[config.mk]
export PLATFORM = sky130hd
export DESIGN_NAME = mem_arbiter
export DESIGN_NICKNAME = d
export VERILOG_FILES = /design/src/rtl/mem_arbiter.sv
export SDC_FILE = /design/constraint.sdc
export NUM_CORES = 1
export LEC_CHECK = 0
export ABC_AREA = 1
export CAP_MARGIN = 20
export CORE_AREA = 2 2 210 212
export CTS_CLUSTER_DIAMETER = 40
export DETAILED_ROUTE_END_ITERATION = 8
export DIE_AREA = 0 0 212 214
export GPL_ROUTABILITY_DRIVEN = 0
export PLACE_DENSITY = 0.71
export SKIP_CTS_REPAIR_TIMING = 1
export SLEW_MARGIN = 20
export SYNTH_ARGS = -nofsm -noshare
export SYNTH_HDL_FRONTEND = slang
export SYNTH_SLANG_ARGS = --single-unit
[constraint.sdc]
create_clock -name clk -period 3.38 [get_ports clk]
set_clock_uncertainty 0.2 [all_clocks]
set_input_delay 0.676 -clock clk [delete_from_list [all_inputs] [get_ports clk]]
set_output_delay 0.676 -clock clk [all_outputs]
set_load 0.01 [all_outputs]
[src/rtl/mem_arbiter.sv]
// mem_arbiter: shares one combinational-read memory between a fetch port and a load/store port
// Build option: define MEM_ARB_RR_EN for round-robin arbitration; otherwise LSU wins every tie.
// Ports:
//   clk, rst                      clock, synchronous active-high reset
//   if_req_valid/ready, if_addr   read-only fetch request
//   if_resp_valid, if_rdata       fetch response, rdata held until the next fetch response
//   lsu_req_valid/ready, lsu_*    load/store request with write enable and byte mask
//   lsu_resp_valid, lsu_rdata     load/store response, rdata held until the next LSU response
//   mem_valid/addr/wdata/wen/wmask, mem_rdata   shared memory port
module mem_arbiter #(
    parameter int ADDR_W  = 64,
    parameter int DATA_W  = 64,
    parameter int LATENCY = 1
) (
    input  logic              clk,
    input  logic              rst,
    input  logic              if_req_valid,
    output logic              if_req_ready,
    input  logic [ADDR_W-1:0] if_addr,
    output logic              if_resp_valid,
    output logic [DATA_W-1:0] if_rdata,
    input  logic              lsu_req_valid,
    output logic              lsu_req_ready,
    input  logic [ADDR_W-1:0] lsu_addr,
    input  logic [DATA_W-1:0] lsu_wdata,
    input  logic              lsu_wen,
    input  logic [7:0]        lsu_wmask,
    output logic              lsu_resp_valid,
    output logic [DATA_W-1:0] lsu_rdata,
    output logic              mem_valid,
    output logic [ADDR_W-1:0] mem_addr,
    output logic [DATA_W-1:0] mem_wdata,
    output logic              mem_wen,
    output logic [7:0]        mem_wmask,
    input  logic [DATA_W-1:0] mem_rdata
);
    typedef enum logic [1:0] {IDLE, BUSY, RESP} state_t;
    state_t            r_state, w_next;
    logic [3:0]        r_cnt;
    logic [ADDR_W-1:0] r_addr;
    logic [DATA_W-1:0] r_wdata, r_if_rdata, r_lsu_rdata;
    logic              r_wen, r_owner_lsu;
    logic [7:0]        r_wmask;
    logic              w_sel_lsu, w_hs, w_busy;
`ifdef MEM_ARB_RR_EN
    logic              r_last_lsu;
    // on a tie the port that lost last time wins
    assign w_sel_lsu = lsu_req_valid && (!if_req_valid || !r_last_lsu);
`else
    assign w_sel_lsu = lsu_req_valid;
`endif
    always_comb begin
        w_busy         = r_state == BUSY;
        if_req_ready   = r_state == IDLE && if_req_valid && !w_sel_lsu;
        lsu_req_ready  = r_state == IDLE && w_sel_lsu;
        // ready is only raised towards a valid requester, so any ready is a handshake
        w_hs           = if_req_ready || lsu_req_ready;
        w_next         = r_state == IDLE ? (w_hs ? BUSY : IDLE) :
                         w_busy ? (r_cnt == 4'd0 ? RESP : BUSY) : IDLE;
        mem_valid      = w_busy;
        mem_addr       = w_busy ? r_addr : '0;
        mem_wdata      = w_busy ? r_wdata : '0;
        mem_wmask      = w_busy ? r_wmask : 8'h00;
        // the write strobe fires once, in the last access cycle
        mem_wen        = w_busy && r_cnt == 4'd0 && r_wen;
        if_resp_valid  = r_state == RESP && !r_owner_lsu;
        lsu_resp_valid = r_state == RESP && r_owner_lsu;
        if_rdata       = r_if_rdata;
        lsu_rdata      = r_lsu_rdata;
    end
    always_ff @(posedge clk) begin
        if (rst) begin
            r_state     <= IDLE;
            r_cnt       <= 4'd0;
            r_addr      <= '0;
            r_wdata     <= '0;
            r_wen       <= 1'b0;
            r_wmask     <= 8'h00;
            r_owner_lsu <= 1'b0;
            r_if_rdata  <= '0;
            r_lsu_rdata <= '0;
`ifdef MEM_ARB_RR_EN
            r_last_lsu  <= 1'b1;
`endif
        end else begin
            r_state <= w_next;
            if (w_hs) begin
                r_cnt       <= 4'(LATENCY - 1);
                r_owner_lsu <= lsu_req_ready;
                r_addr      <= lsu_req_ready ? lsu_addr : if_addr;
                r_wdata     <= lsu_req_ready ? lsu_wdata : '0;
                r_wen       <= lsu_req_ready && lsu_wen;
                r_wmask     <= lsu_req_ready ? lsu_wmask : 8'hff;
`ifdef MEM_ARB_RR_EN
                r_last_lsu  <= lsu_req_ready;
`endif
            end else if (w_busy && r_cnt != 4'd0) begin
                r_cnt <= r_cnt - 4'd1;
            end else if (w_busy) begin
                if (r_owner_lsu) r_lsu_rdata <= mem_rdata;
                else r_if_rdata <= mem_rdata;
            end
        end
    end
endmodule

==> impl_metrics.sql, run 1 <==
INSERT INTO impl_metrics (metric_group, metric, value, unit) VALUES
('outcome', 'outcome', 'complete, no violations', ''),
('placement', 'dpl.hpwl', '34400', 'µm'),
('critical_path', 'worstPathRequired', '2.50', 'ns'),
('sta', 'finalCriticalPeriod', '3.20', 'ns'),
('sta', 'max-slew-margin-rel', '38.4', '%'),
('logic_synthesis', 'yosys_warnings', '0', ''),
('floorplanning', 'core_area', '42900', 'µm²'),
('logic_synthesis', 'postSynthNetCount', '2300', ''),
('clock_tree', 'h-tree-depth', '2', ''),
('pwr', 'combinational_fraction_of_design_power', '19.9', '%'),
('sta', 'slew_at_the_pin_with_the_worst_max_slew_slack', '0.923', 'ns'),
('logic_synthesis', 'synthCells', '2030', ''),
('clock_tree', 'worstSkewPairLatency', '0.54', 'ns'),
('clock_tree', 'cts_buffers', '49', ''),
('critical_path', 'path_max_fanout', '72', ''),
('routing', 'drt-initial-drc-count', '946', ''),
('placement', 'place_inst', '3038', ''),
('routing', 'drt-vias-per-instance', '4.42', ''),
('global_route', 'grt_pass1_vias', '13700', ''),
('placement', 'port-buffer-count', '538', ''),
('sta', 'final_critical_path_setup_slack', '0.179', 'ns'),
('pwr', 'netSwitchingFraction', '27.9', '%'),
('critical_path', 'path_cells', 'nand2_8 > buf_12 > nor2_1 > clkdlybuf4s50_1', ''),
('clock_tree', 'clk_transition_reported_paths', '0.04', 'ns'),
('routing', 'ant_nets', '0', ''),
('floorplanning', 'die-height', '214', 'µm'),
('critical_path', 'setup.worst_path.start', 'r_state[0]', ''),
('sta', 'unrepaired_setup_endpoints_after_global_routing', 'false', ''),
('worst_hold_path', 'timing.hold.worst.class', 'register to register', ''),
('routing', 'post-route-drc-count', '0', ''),
('routing', 'wl_per_cell', '15.3', 'µm'),
('critical_path', 'worst_r2r_path_depth', '7', ''),
('clock_tree', 'clkSinkCount', '272', ''),
('sta', 'final-hold-violation-count', '0', ''),
('critical_path', 'critPathLaunchType', 'register', ''),
('global_route', 'grt_antenna_before_repair', '3', ''),
('logic_synthesis', 'post_synth_instance_area', '12800', 'µm²'),
('sta', 'timing.final.max_slew_violations', '0', ''),
('worst_hold_path', 'hold_path.startpoint', 'r_wmask[1]', ''),
('placement', 'dpl-instance-area', '18600', 'µm²'),
('placement', 'preCtsSetupSlack', '0.273', 'ns'),
('global_route', 'grt_max_degree', '130', ''),
('finish', 'fin_cells', '3127', ''),
('finish', 'multiInputGateArea', '5060', 'µm²'),
('pwr', 'p_sw', '2.98', 'mW'),
('pwr', 'max-vdd-ir-drop', '290', 'µV'),
('global_route', 'grt_first_pass_wirelength', '72700', 'µm'),
('pwr', 'p_int', '7.69', 'mW'),
('finish', 'register_area', '5450', 'µm²'),
('floorplanning', 'start_util', '29.9', '%'),
('critical_path', 'reg2reg_from', 'r_state[0]', ''),
('routing', 'firstDrtPassIters', '5', ''),
('critical_path', 'crit_arrival', '2.32', 'ns'),
('floorplanning', 'ios', '539', ''),
('critical_path', 'critical_path.endpoint_type', 'output port', ''),
('critical_path', 'setup.worst_path.class', 'register to output port', ''),
('pwr', 'power_frac_clock', '46.3', '%'),
('logic_synthesis', 'ys_types', '24', ''),
('finish', 'final_cell_area', '20300', 'µm²'),
('finish', 'layout-drive-gt1-share', '4.60', '%'),
('sta', 'fin_worst_hold_slack', '0.252', 'ns'),
('global_route', 'gr-usage-all-layers', '20.4', '%'),
('clock_tree', 'tritoncts', 'done', ''),
('routing', 'routed_wire_length', '47700', 'µm'),
('global_route', 'global_route.overflow_total', '0', ''),
('logic_synthesis', 'postSynthAreaPerCell', '6.32', 'µm²'),
('routing', 'routed-via-count', '13800', ''),
('floorplanning', 'rows', '76', ''),
('pwr', 'cellLeakagePower', '8.89', 'nW'),
('run', 'maxCapViolations', '0', ''),
('logic_synthesis', 'ys_seq_area_share', '42.4', '%');
## per-layer routing
| metal | vias to the layer above | part of all wire (%) | wire length [µm] | global-route usage (%) |
|---|---|---|---|---|
| met1 | 6174 | 37 | 17700 | 21.0 |
| met5 | - | 0.063 | 30 | 0 |
| li1 | 7000 | - | - | - |
| met2 | 521 | 50 | 23700 | 37.2 |
| met4 | 4 | 4.6 | 2200 | 10.4 |
| met3 | 110 | 8.6 | 4080 | 6.03 |
## cells by family (layout without fill, tap and decap cells)
family / count (synthesis) / in the layout / share of synthesized area, %
buf+inv: 601 / 1112 / 18.6
simple gates: 1005 / 1005 / 32.9
compound gates: 151 / 151 / 5.94
flops: 272 / 272 / 42.4
other cells: 0 / 1 / 0
fa+ha+maj: 1 / 1 / 0.0975
## state kept, by name, indices dropped and copies added (netlist names)
name	count
r_state	2
r_owner_lsu	1
r_cnt	4
r_wen	1
lsu_rdata	64
r_addr	64
r_wdata	64
r_wmask	8
if_rdata	64
## path summary, 6_finish.rpt
kind              slack [ns]            end
setup reg to reg        0.69  lsu_rdata[62]
setup / recovery        0.18   mem_addr[12]
hold / removal          0.25     r_wmask[1]
hold reg to reg         0.25     r_wmask[1]
## per-stage QoR
stage	utilization (%)	power, mW	TNS (ns)
after floorplan	-	4.77	0
after global placement	43.4	5.76	0
after detailed placement	43.4	5.79	0
after CTS	47.2	10.8	-0.161
after global routing	47.3	11.2	0
final	47.3	10.7	0
## cells in the final DEF (no fill, tap or decap)
cell and instances:
sky130_fd_sc_hd__a211oi_1 1, sky130_fd_sc_hd__a21oi_1 12, sky130_fd_sc_hd__buf_12 7, sky130_fd_sc_hd__buf_4 13
sky130_fd_sc_hd__bufinv_16 6, sky130_fd_sc_hd__clkbuf_1 7, sky130_fd_sc_hd__clkbuf_16 49, sky130_fd_sc_hd__clkbuf_8 6
sky130_fd_sc_hd__clkdlybuf4s50_1 538, sky130_fd_sc_hd__clkinv_2 9, sky130_fd_sc_hd__clkinv_4 2, sky130_fd_sc_hd__clkinvlp_4 3
sky130_fd_sc_hd__dfxtp_1 271, sky130_fd_sc_hd__dfxtp_2 1, sky130_fd_sc_hd__diode_2 1, sky130_fd_sc_hd__ha_2 1
sky130_fd_sc_hd__inv_1 462, sky130_fd_sc_hd__inv_2 3, sky130_fd_sc_hd__inv_6 7, sky130_fd_sc_hd__nand2_1 525
sky130_fd_sc_hd__nand2_2 1, sky130_fd_sc_hd__nand2_4 1, sky130_fd_sc_hd__nand2_8 1, sky130_fd_sc_hd__nand3_1 68
sky130_fd_sc_hd__nand3b_1 1, sky130_fd_sc_hd__nand4_1 129, sky130_fd_sc_hd__nand4_4 2, sky130_fd_sc_hd__nor2_1 270
sky130_fd_sc_hd__nor2_4 4, sky130_fd_sc_hd__nor3_1 3, sky130_fd_sc_hd__o21ai_0 34, sky130_fd_sc_hd__o21ai_1 103
sky130_fd_sc_hd__o21ai_2 1
## synth_stat cells
library cell	instances	area, µm²
sky130_fd_sc_hd__buf_1	12	45.0
sky130_fd_sc_hd__nor2_2	1	6.26
sky130_fd_sc_hd__nor2_4	2	22.5
sky130_fd_sc_hd__dfxtp_1	272	5450
sky130_fd_sc_hd__nor2_1	271	1020
sky130_fd_sc_hd__inv_2	2	7.51
sky130_fd_sc_hd__nand2_2	1	6.26
sky130_fd_sc_hd__clkbuf_2	1	5.00
sky130_fd_sc_hd__nand3_1	68	340
sky130_fd_sc_hd__nand4_2	2	25.0
sky130_fd_sc_hd__nand2_1	527	1980
sky130_fd_sc_hd__nand4_1	129	807
sky130_fd_sc_hd__a21oi_1	12	60.1
sky130_fd_sc_hd__o21ai_1	103	515
sky130_fd_sc_hd__o21ai_0	34	170
sky130_fd_sc_hd__clkbuf_1	42	158
sky130_fd_sc_hd__o21ai_2	1	8.76
sky130_fd_sc_hd__buf_2	67	335
sky130_fd_sc_hd__buf_4	13	97.6
sky130_fd_sc_hd__ha_1	1	12.5
sky130_fd_sc_hd__nor3_1	3	15.0
sky130_fd_sc_hd__inv_1	464	1740
sky130_fd_sc_hd__nand3b_1	1	7.51
sky130_fd_sc_hd__a211oi_1	1	7.51
## power groups by stage
stage               sequential [mW]  combinational [mW]  clock (mW)
floorplan                      3.71                1.06           0
global placement               3.66                2.09           0
detailed placement             3.67                2.12           0
CTS                            3.61                2.14        5.06
global route                   3.63                2.35        5.20
finish                         3.61                2.12        4.94
## area by class of cell
| class | count | share of cell area, % |
|---|---|---|
| Antenna cell | 1 | 0.0123 |
| Clock buffer | 62 | 6.59 |
| Clock inverter | 26 | 1.57 |
| Inverter | 466 | 8.66 |
| Multi-Input combinational cell | 1157 | 24.9 |
| Sequential cell | 272 | 26.9 |
| Tap cell | 585 | 3.61 |
| Timing Repair Buffer | 558 | 27.7 |
## worst max-delay path, delay by kind of cell, from the launching register on
family / cells / cell delay [ns]
flip-flops: 1 / 0.50
buffers and inverters: 2 / 0.89
AND/OR/NAND/NOR: 2 / 0.37
Power figures use the tool's default switching activity.
==> run 2, diff against run 1 <==
--- a/config.mk
+++ b/config.mk
@@ -6,7 +6,6 @@
 export NUM_CORES = 1
 export LEC_CHECK = 0
 export ABC_AREA = 1
-export CAP_MARGIN = 20
 export CORE_AREA = 2 2 210 212
 export CTS_CLUSTER_DIAMETER = 40
 export DETAILED_ROUTE_END_ITERATION = 8
==> results of run 2 <==
Final layout, timing and power as in run 1 (identical DEF).
==> run 3, diff against run 2 <==
--- a/config.mk
+++ b/config.mk
@@ -7,7 +7,7 @@
 export LEC_CHECK = 0
 export ABC_AREA = 1
 export CORE_AREA = 2 2 210 212
-export CTS_CLUSTER_DIAMETER = 40
+export CTS_CLUSTER_DIAMETER = 200
 export DETAILED_ROUTE_END_ITERATION = 8
 export DIE_AREA = 0 0 212 214
 export GPL_ROUTABILITY_DRIVEN = 0
==> impl_metrics.sql, run 3 (same netlist as run 1, synthesis figures left out) <==
INSERT INTO impl_metrics (metric_group, metric, value, unit) VALUES
('floorplanning', 'core_area', '42900', 'µm²'),
('floorplanning', 'die-height', '214', 'µm'),
('floorplanning', 'rows', '76', ''),
('global_route', 'global_route.overflow_total', '0', ''),
('pwr', 'p_int', '6.59', 'mW'),
('floorplanning', 'ios', '539', ''),
('clock_tree', 'cts_root_buffer', 'sky130_fd_sc_hd__clkbuf_16', ''),
('sta', 'finalCriticalPeriod', '3.22', 'ns'),
('routing', 'routed-wl-met3', '3750', 'µm'),
('routing', 'routed-via-count', '13600', ''),
('sta', 'unrepaired_setup_endpoints_after_global_routing', 'false', ''),
('pwr', 'combinational_fraction_of_design_power', '22.8', '%'),
('clock_tree', 'worstSkewPairLatency', '0.52', 'ns'),
('finish', 'num-fill-cells', '4312', ''),
('critical_path', 'worstPathRequired', '2.50', 'ns'),
('sta', 'max_clock_freq', '310', 'MHz'),
('routing', 'post-route-drc-count', '0', ''),
('routing', 'dr_wl_met2', '24200', 'µm'),
('sta', 'max-slew-margin-rel', '37.5', '%'),
('sta', 'final-setup-viol-count', '0', ''),
('finish', 'synthToLayoutAreaGrowth', '53.4', '%'),
('placement', 'port-buffer-count', '538', ''),
('pwr', 'cellLeakagePower', '8.60', 'nW'),
('routing', 'routed_wire_length', '47600', 'µm'),
('sta', 'fin_setup_tns', '0', 'ns'),
('pwr', 'power.density_cell_area', '472', 'nW/µm²'),
('routing', 'wire_length_on_met1', '18400', 'µm'),
('clock_tree', 'clk_transition_reported_paths', '0.05', 'ns'),
('sta', 'timing.final.max_slew_violations', '0', ''),
('clock_tree', 'clkSinkCount', '272', ''),
('global_route', 'grt_antenna_before_repair', '2', ''),
('floorplanning', 'die-area', '45400', 'µm²'),
('pwr', 'netSwitchingFraction', '29.0', '%'),
('finish', 'layout_commonest_cell', 'sky130_fd_sc_hd__clkdlybuf4s50_1', ''),
('placement', 'dpl.hpwl', '34400', 'µm'),
('sta', 'final-hold-violation-count', '0', ''),
('routing', 'drt-initial-drc-count', '666', ''),
('finish', 'diodes', '0', ''),
('critical_path', 'critPathLaunchType', 'register', ''),
('critical_path', 'crit_arrival', '2.35', 'ns'),
('floorplanning', 'start_util', '29.9', '%'),
('finish', 'register_area', '5450', 'µm²'),
('routing', 'ant_nets', '0', ''),
('global_route', 'grt_pass1_vias', '13400', ''),
('outcome', 'outcome', 'complete, no violations', ''),
('sta', 'slew_at_the_pin_with_the_worst_max_slew_slack', '0.936', 'ns'),
('routing', 'topRoutingLayerUsed', 'met5', ''),
('pwr', 'power_frac_seq', '38.8', '%'),
('routing', 'drt-vias-per-instance', '4.41', ''),
('clock_tree', 'h-tree-depth', '2', ''),
('finish', 'multiInputGateArea', '5050', 'µm²'),
('pwr', 'p_sw', '2.70', 'mW'),
('floorplanning', 'die_w', '212', 'µm'),
('global_route', 'gr-usage-all-layers', '20.2', '%'),
('global_route', 'grt_max_degree', '130', ''),
('sta', 'min_period_over_period', '95.4', '%'),
('finish', 'num-nets-final', '2759', ''),
('critical_path', 'setup.worst_path.class', 'register to output port', ''),
('finish', 'final_util', '45.9', '%'),
('routing', 'firstDrtPassIters', '5', ''),
('finish', 'layout-drive-gt1-share', '3.27', '%'),
('clock_tree', 'cts_buffers', '34', ''),
('routing', 'wl_per_cell', '15.4', 'µm'),
('worst_hold_path', 'timing.hold.worst.class', 'register to register', ''),
('clock_tree', 'tritoncts', 'done', ''),
('critical_path', 'critical_path.endpoint_type', 'output port', ''),
('finish', 'commonest_non_fill_non_tap_cells_in_the_layout', '538 x sky130_fd_sc_hd__clkdlybuf4s50_1, 525 x sky130_fd_sc_hd__nand2_1, 462 x sky130_fd_sc_hd__inv_1', ''),
('run', 'maxCapViolations', '0', ''),
('clock_tree', 'clk_path_buf_depth', '3', ''),
('pwr', 'power_frac_clock', '38.3', '%'),
('global_route', 'grt_first_pass_wirelength', '72100', 'µm'),
('critical_path', 'path_max_fanout', '6', ''),
('pwr', 'max-vdd-ir-drop', '292', 'µV');
-- run 3: changes by cell type in the layout (fill, tap and decap cells not counted), sizes merged --
| cell | previous run | this run |
|---|---|---|
| clkbuf | 62 | 48 |
| clkinvlp | 3 | 1 |
| bufinv | 6 | 2 |
| inv | 472 | 468 |
| diode | 1 | 0 |
| clkinv | 11 | 1 |
-- run 3: layout make-up --
| cell class | count | share of cell area (%) |
|---|---|---|
| Multi-Input combinational cell | 1157 | 25.7 |
| Clock buffer | 48 | 4.95 |
| Clock inverter | 6 | 0.515 |
| Inverter | 466 | 8.91 |
| Sequential cell | 272 | 27.7 |
| Timing Repair Buffer | 558 | 28.6 |
| Tap cell | 585 | 3.72 |
-- run 3: path summary, 6_finish.rpt --
path	end	slack [ns]	from	cells after the start
setup / recovery	mem_wen	0.16	r_cnt[0]	7
hold / removal	r_wmask[1]	0.25	r_wmask[1]	2
setup reg to reg	lsu_rdata[62]	0.69	r_state[0]	7
hold reg to reg	r_wmask[1]	0.25	r_wmask[1]	2
-- run 3: critical path, stage by stage (launching register included) --
cell and delay [ns]:
sky130_fd_sc_hd__dfxtp_1 0.33, sky130_fd_sc_hd__inv_1 0.09, sky130_fd_sc_hd__ha_1 0.35, sky130_fd_sc_hd__nand2_1 0.15, sky130_fd_sc_hd__nor2_4 0.13, sky130_fd_sc_hd__nand2_1 0.11, sky130_fd_sc_hd__nor2_1 0.10, sky130_fd_sc_hd__clkdlybuf4s50_1 0.57
-- run 3: routing by layer --
layer | track usage (%) | vias to the layer above
li1 | - | 6936
met1 | 21.5 | 6134
met2 | 37.9 | 487
met3 | 6.03 | 81
met4 | 6.06 | 2
met5 | 0 | -
-- run 3: metrics by stage --
stage          total power, mW  hold slack (ns)  worst slack (ns)  cell area (µm²)  instances
3_5_place_dp              5.79            0.248             0.273            18600       3038
5_1_grt                   9.76            0.272            0.0138            19700       3092
3_3_place_gp              5.76            0.245             0.262            18600       3038
6_report                  9.29            0.253             0.156            19700       3092
4_1_cts                   9.40            0.256          -0.00409            19700       3092
2_1_floorplan             4.77            0.229              1.23            12800       2030
-- run 3: power groups by stage --
stage / Sequential (mW) / Clock (mW) / Combinational (mW)
after detailed placement: 3.67 / 0 / 2.12
after CTS: 3.61 / 3.66 / 2.14
final: 3.61 / 3.56 / 2.12
after global placement: 3.66 / 0 / 2.09
after global routing: 3.63 / 3.79 / 2.34
after floorplan: 3.71 / 0 / 1.06
